$ cat src/rtl/serial_rx_fsm.sv
// Start/data/stop serial receiver: two-flop input synchronizer, mid-bit sampling
// from a cycle-count bit timer, one-cycle valid / frame_err strobes.
module serial_rx_fsm #(
   parameter int CLKS_PER_BIT = 16,
   parameter int DATA_BITS    = 8
) (
   input  logic                 clk,
   input  logic                 rst,
   input  logic                 rxd,
   output logic [DATA_BITS-1:0] data,
   output logic                 valid,
   output logic                 frame_err,
   output logic                 busy
);

   localparam int TW = (CLKS_PER_BIT > 1) ? $clog2(CLKS_PER_BIT) : 1;
   localparam int BW = (DATA_BITS > 1) ? $clog2(DATA_BITS) : 1;
   localparam logic [TW-1:0] TICK_HALF = TW'(CLKS_PER_BIT / 2 - 1);
   localparam logic [TW-1:0] TICK_LAST = TW'(CLKS_PER_BIT - 1);
   localparam logic [BW-1:0] BIT_LAST  = BW'(DATA_BITS - 1);

   typedef enum logic [2:0] {
      IDLE  = 3'd0,
      START = 3'd1,
      DATA  = 3'd2,
      STOP  = 3'd3,
      BREAK = 3'd4
   } state_t;

   state_t                 state_q, state_d;
   logic [1:0]             sync_q;
   logic                   rx_s;
   logic [TW-1:0]          tick_q, tick_d;
   logic [BW-1:0]          bit_q, bit_d;
   logic [DATA_BITS-1:0]   sh_q, sh_d;
   logic [DATA_BITS:0]     sh_in_s;
   logic [DATA_BITS-1:0]   data_q, data_d;
   logic                   valid_q, valid_d;
   logic                   ferr_q, ferr_d;
   logic                   busy_q, busy_d;

   assign rx_s    = sync_q[1];
   // New bit enters at the MSB so that after DATA_BITS shifts bit 0 sits at the LSB.
   assign sh_in_s = {rx_s, sh_q};

   // Two-flop synchronizer for the asynchronous serial line; idles high.
   always_ff @(posedge clk or posedge rst) begin
      if (rst) begin
         sync_q <= 2'b11;
      end else begin
         sync_q <= {sync_q[0], rxd};
      end
   end

   // Receiver state, timer, shift register and registered outputs.
   always_ff @(posedge clk or posedge rst) begin
      if (rst) begin
         state_q <= IDLE;
         tick_q  <= '0;
         bit_q   <= '0;
         sh_q    <= '0;
         data_q  <= '0;
         valid_q <= 1'b0;
         ferr_q  <= 1'b0;
         busy_q  <= 1'b0;
      end else begin
         state_q <= state_d;
         tick_q  <= tick_d;
         bit_q   <= bit_d;
         sh_q    <= sh_d;
         data_q  <= data_d;
         valid_q <= valid_d;
         ferr_q  <= ferr_d;
         busy_q  <= busy_d;
      end
   end

   // Next-state, timer and strobe logic.
   always_comb begin
      state_d = state_q;
      tick_d  = tick_q;
      bit_d   = bit_q;
      sh_d    = sh_q;
      data_d  = data_q;
      valid_d = 1'b0;
      ferr_d  = 1'b0;
      case (state_q)
         IDLE: begin
            if (rx_s == 1'b0) begin
               state_d = START;
               tick_d  = '0;
            end else begin
               state_d = IDLE;
            end
         end
         START: begin
            if (tick_q == TICK_HALF) begin
               tick_d = '0;
               bit_d  = '0;
               if (rx_s == 1'b0) begin
                  state_d = DATA;
               end else begin
                  state_d = IDLE;
               end
            end else begin
               tick_d = tick_q + TW'(1);
            end
         end
         DATA: begin
            if (tick_q == TICK_LAST) begin
               tick_d = '0;
               sh_d   = sh_in_s[DATA_BITS:1];
               if (bit_q == BIT_LAST) begin
                  state_d = STOP;
               end else begin
                  bit_d = bit_q + BW'(1);
               end
            end else begin
               tick_d = tick_q + TW'(1);
            end
         end
         STOP: begin
            if (tick_q == TICK_LAST) begin
               tick_d = '0;
               if (rx_s == 1'b1) begin
                  data_d  = sh_q;
                  valid_d = 1'b1;
                  state_d = IDLE;
               end else begin
                  ferr_d  = 1'b1;
                  state_d = BREAK;
               end
            end else begin
               tick_d = tick_q + TW'(1);
            end
         end
         BREAK: begin
            // A line stuck low must return high before another start is accepted.
            if (rx_s == 1'b1) begin
               state_d = IDLE;
            end else begin
               state_d = BREAK;
            end
         end
         default: begin
            state_d = IDLE;
            tick_d  = '0;
            bit_d   = '0;
         end
      endcase
      busy_d = (state_d != IDLE);
   end

   assign data      = data_q;
   assign valid     = valid_q;
   assign frame_err = ferr_q;
   assign busy      = busy_q;

endmodule
$ cat config.mk
export PLATFORM = sky130hd
export DESIGN_NAME = serial_rx_fsm
export DESIGN_NICKNAME = d
export VERILOG_FILES = /design/src/rtl/serial_rx_fsm.sv
export SDC_FILE = /design/constraint.sdc
export NUM_CORES = 1
export LEC_CHECK = 0
export ABC_AREA = 1
export CAP_MARGIN = 0
export CORE_UTILIZATION = 55
export DETAILED_ROUTE_END_ITERATION = 16
export HOLD_SLACK_MARGIN = 0.1
export MAX_ROUTING_LAYER = met4
export PLACE_DENSITY = 0.77
export SLEW_MARGIN = 20
export SYNTH_ARGS = -nofsm -noshare
export SYNTH_HDL_FRONTEND = slang
export SYNTH_SLANG_ARGS = --single-unit
$ cat constraint.sdc
create_clock -name clk -period 1.5 [get_ports clk]
set_input_delay 0.225 -clock clk [delete_from_list [all_inputs] [get_ports clk]]
set_output_delay 0.225 -clock clk [all_outputs]
set_load 0.03 [all_outputs]
Word-level counts from Yosys, hierarchy flattened

Index checks and enable logic that the tools add are counted.
W data, S select, Z words.

Bits in latches: 0
Logic and storage cells: 54
Output and inout bits: 11
Bits in read-only memories: 0
Bits in writable memories: 0
Register bits: 31
Input bits: 3
Memories kept: 0

Equal/unequal tests: 11
Bitwise logic cells: 2
Shift-type cells: 0
Div/mod/pow operators: 0
$add $sub $neg: 2
$lt $le $gt $ge: 0
Multiplexer cells: 22
Reduce and logical (&&, ||, !) cells: 8
$mul: 0

Operators by type and width:

| kind                  | count |
|---|---|
| $mux W3               | 8 |
| $pmux W4 S4           | 1 |
| $pmux W3 S5           | 1 |
| $mux W4               | 3 |
| $pmux W3 S3           | 1 |
| $ne A2 B2 Y1 const B  | 4 |
| $mux W1               | 7 |
| $eq A3 B2 Y1 const B  | 2 |
| $eq A3 B3 Y1 const B  | 2 |
| $add A4 B1 Y4 const B | 1 |
| $eq A4 B3 Y1 const B  | 1 |
| $eq A4 B4 Y1 const B  | 1 |
| $reduce_and A2 Y1     | 2 |
| $reduce_and A4 Y1     | 1 |
| $add A3 B1 Y3 const B | 1 |
| $eq A3 B1 Y1 const B  | 1 |
| $logic_not A3 Y1      | 1 |
| $reduce_and A3 Y1     | 1 |
| $reduce_bool A3 Y1    | 1 |
| $reduce_or A3 Y1      | 1 |
| $mux W2               | 1 |
| $not A1 Y1            | 2 |
| $reduce_or A2 Y1      | 1 |

Longest topological paths before layout

Gate-level depths: netlist of the first run.

Depth in word-level cells: 5
Gate-level depth with buffers: 8
Depth with buffers taken out: 8

Worst setup path after synthesis of the first run

No wires, ideal clock.

Path kind: register -> register
From: register tick_q[0]
To: register data_q[1], in the netlist data[1]
Stages on the path, launching flop included: 8
Library setup time: 0.119 ns
Clock period less this slack: 1.317 ns
Data required time: 1.381 ns
Buffers on the path: 1
Setup slack: 0.183 ns
Data arrival time: 1.198 ns
Path through: dfrtp_1 -> ha_1 -> nand3_2 -> nor2_2 -> nand2_2 -> buf_6 -> nand2_1 -> o21ai_2

Longest elaborated chain between the ends: 2

RTL lines:

| what                               | line | RTL |
|---|---|---|
| from (decl)                        | 33   | `logic [TW-1:0] tick_q, tick_d;` |
| from (signal assigned)             | 68   | `tick_q <= tick_d;` |
| $eq A4 B4 Y1                       | 123  | `if (tick_q == TICK_LAST) begin` |
| $reduce_and A3 Y1 (no source line) | -    |  |
| to (signal assigned)               | 71   | `data_q <= data_d;` |
| to (decl)                          | 37   | `logic [DATA_BITS-1:0] data_q, data_d;` |

Every way passes these cells.
A chain may end at the register's enable or synchronous reset.

Worst setup path after layout of the first run

From: register bit_q[0]
To: register bit_q[2]

Longest elaborated chain between the ends: 4
Elaborated cells on any way between the ends: 7
Classes of those cells: add/sub: 1; eq/ne: 2; mux: 3; reduce/logical: 1

RTL lines:

| what                   | line | RTL |
|---|---|---|
| from (decl)            | 34   | `logic [BW-1:0] bit_q, bit_d;` |
| from (signal assigned) | 69   | `bit_q <= bit_d;` |
| $add A3 B1 Y3          | 116  | `bit_d = bit_q + BW'(1);` |
| $mux W3                | 113  | `if (bit_q == BIT_LAST) begin` |
| $mux W3                | 110  | `if (tick_q == TICK_LAST) begin` |
| $pmux W3 S3            | 87   | `case (state_q)` |

Parallel ways exist; a longest one is shown, timed or not. The select of a mux whose other input is x is not followed.

==> implementation parameters, run 1 <==
Parameter                              Value

Placement
  IO Port Bufs ... 13
  Routability congestion estimate ... ~0.9
  Post-DP HPWL ... around 2000 um
  Setup slack at placement ... between 0.07 and 0.08 ns

Routing
  Wire length per cell after detailed routing ... 12.47 um
  Met3 wirelength from detailed routing ... ~120 um
  Uppermost metal layer occupied by signal nets ... met4
  DR vias ... 1106
  Number of DRC violations after detailed-routing iteration 0 ... just over 40
  Remaining number of nets flagged by the antenna check after routing ... 0
  Drt drc ... 0
  Number of detailed-route iterations in the first pass ... 4
  Routed wire length ... 2657 um
  Metal1 wirelength ... around 1200 um
  Vias per inst ... about 5.2
  Met2 wire len ... ~1300 um

Worst setup path
  Crit path capture type ... flop
  Worst R2R Path Depth ... 8
  Reg2Reg Setup Slack ... 0.08 ns
  Startpoint type of the worst setup path ... flop
  Launch point of the worst reg-to-reg path ... bit_q[0]
  Kind of critical path ... reg -> reg
  Arrival time worst endpoint ... ~1.7 ns
  Reg-to-reg endpoint ... bit_q[2]
  Worst Path Max Fanout ... 3
  Crit path required time ... 1.74 ns

Timing
  Slew HR ... 65.76%
  Setup slack of the critical path after layout ... 0.07999 ns
  Post-route worst hold slack ... 0.1728 ns
  Post-Route Skew ... between 0.01 and 0.015 ns
  Final count of negative-setup-slack endpoints ... 0
  Count of endpoints failing hold in the final timing report ... 0
  Crit path time final ... around 1.4 ns
  Period Utilization, post-route ... roughly 95%
  Maximum achievable frequency ... 704.2 MHz
  Max-slew violations ... 0
  Setup repair after global routing missed its margin ... yes
  Transition time at the pin with the least slew margin ... between 0.5 and 0.6 ns

Pwr
  Power per unit of standard cell area ... approximately 1500 nW/um2
  Sequential share of power ... between 40 and 50%
  NetSw ... between 0.8 and 0.9 mW
  Clock network power share ... 27.3%
  Sum of internal, switching and leakage power ... 2.489 mW
  Logic pwr share ... 30.2%
  Worst IR Drop VDD ... 1.067 mV
  Internal power ... around 1.6 mW
  Leak Pwr ... ~0.9 nW
  Switching power as a share of total power ... a little over a third

Clock network
  Post-CTS Setup Repair Bufs ... 0
  Insertion delay of the later-clocked pin in the worst-skew pair ... roughly 0.33 ns
  Clock tree from TritonCTS ... done
  Root buffer cell ... clkbuf_4
  CTS max path bufs ... 2
  Clock transition at the registers of the reported paths ... 0.10 ns
  Number of H-tree levels ... 2
  Hold buffer count at cts ... 0
  Sink Count ... 31
  TritonCTS buffer count ... 5

Global route
  Wire length of the first global-routing pass ... between 4000 and 5000 um
  Number of global-route vias before repair ... roughly 1000
  GRT Resource Usage Total ... roughly 23%
  Initial antenna violation count ... 0
  Largest net degree at the start of global routing ... 25
  Total grt overflow ... 0

Synthesis
  Post-Synthesis Cell Area ... 1420 um2
  Mapped Cells ... between 150 and 200
  Sequential element share of the synthesized area ... between 50% and 60%
  Average size of a mapped cell ... roughly 9.0 um2
  Synth Warn # ... 0
  Number of register bits inferred by synthesis ... 31
  Post-synthesis cell type count ... 19
  Syn nets ... around 160

Die
  Core Box Area ... between 2000 and 2500 um2
  Total Die Area ... roughly 2800 um2
  Die X-Extent ... around 53 um
  Die Span Y ... between 50 and 60 um
  Total number of placement rows ... 18
  Top-level port count ... 14
  Initial core utilization ... 57.85%

Layout
  NumNets Final ... between 150 and 200
  Most frequent cells in the layout ... 41 x nand2_1, 29 x dfrtp_1, 22 x inv_1
  Post-synthesis to final-layout area growth ... 19.91%
  Fraction of final layout cells sized beyond drive strength 1 ... between 20% and 30%
  Ant. Diodes ... 0
  Commonest non-fill, non-tap cell in the layout ... nand2_1

Job
  Max capacitance violation total ... 0

Worst hold path
  Classification of the worst-slack hold path ... in -> async

Run status
  Result of the run ... complete, no violations
## final cells by class
type / instances / area (um2)
clock buffer: 6 / 51.30
clock inverter: 2 / 35.03
fill: 205 / 752.0
inverter: 23 / 86.33
multi-input combinational: 101 / 545.5
sequential: 31 / 778.2
tap: 30 / 37.54
timing repair buffer: 20 / 168.9
## kinds of logic after synthesis
| group | synth area share, % |
|---|---|
| XOR/XNOR | 0.6169 |
| flip-flops | 54.80 |
| adder cells (fa/ha/maj) | 2.643 |
| AO/OA/AOI/OAI | 11.89 |
| AND/OR/NAND/NOR | 22.38 |
| buffers and inverters | 7.665 |
## timing repair
| action | CTS | global route |
|---|---|---|
| endpoints found under the setup margin | 11 | 11 |
| hold endpoints to repair | 0 | 0 |
| gates resized for setup | 11 | 3 |
## stage by stage
stage                     std cells  instance area [um2]   TNS, ns  util [%]
final                           213                 1703         0     69.37
after global routing            213                 1703  -0.01980     69.37
after CTS                       213                 1690         0     68.86
after detailed placement        205                 1618         0     65.90
after global placement          205                 1618         0     65.90
after floorplan                 157                 1420         0         -
## power groups by stage
stage | registers, mW | clock network (mW) | logic [mW]
final | 1.06 | 0.679 | 0.751
after global placement | 1.07 | 0 | 0.686
after CTS | 1.06 | 0.698 | 0.728
after detailed placement | 1.07 | 0 | 0.727
after floorplan | 1.07 | 0 | 0.493
after global routing | 1.08 | 0.729 | 0.844
## flip-flops by register name, indices dropped and copies added (netlist names)
register / count
valid: 1
state_q: 3
data: 8
sync_q: 2
frame_err: 1
bit_q: 3
tick_q: 4
sh_q: 8
busy: 1
## metal layers
metal  global-route usage (%)  vias to the layer above
met1                    25.42                      527
li1                         -                      548
met5                        -                        -
met2                    36.50                       23
met4                    10.53                        0
met3                    6.957                        8
## critical path, cell delays in order (launching register included)
cell and delay, ns:
dfrtp_1 0.41, ha_1 0.21, ha_1 0.18, inv_1 0.07, nand4_1 0.08, nand2_1 0.12
nand3_2 0.11, nand2_1 0.09, nand2_1 0.05
## Yosys cell counts (all sizes together)
master | count | area [um2]
o21a | 1 | 7.510
dfstp | 2 | 52.55
nand2 | 43 | 166.4
nand4 | 1 | 6.260
buf | 2 | 22.52
xor2 | 1 | 8.760
nor2 | 16 | 65.06
dfrtp | 29 | 725.7
nand3 | 14 | 75.07
a21oi | 2 | 10.01
nor3 | 1 | 5.000
ha | 3 | 37.54
o21ai | 19 | 151.4
inv | 23 | 86.33
## worst max path at each step
stage,from,to,slack [ns],cells after the start
global route,bit_q[0],bit_q[0],-0.02,8
finish,bit_q[0],bit_q[2],0.08,8
floorplan,tick_q[0],data[1],0.18,7
global placement,tick_q[0],data[0],0.14,7
CTS,bit_q[0],bit_q[0],0.06,8
detailed placement,tick_q[0],data[0],0.08,7
No activity file was read; power rests on OpenSTA's default activity.
==> inputs of run 2 (changes only) <==
HOLD_SLACK_MARGIN = unset   (was 0.1)
==> results of run 2 <==
Final layout, timing and power as in run 1 (identical DEF).
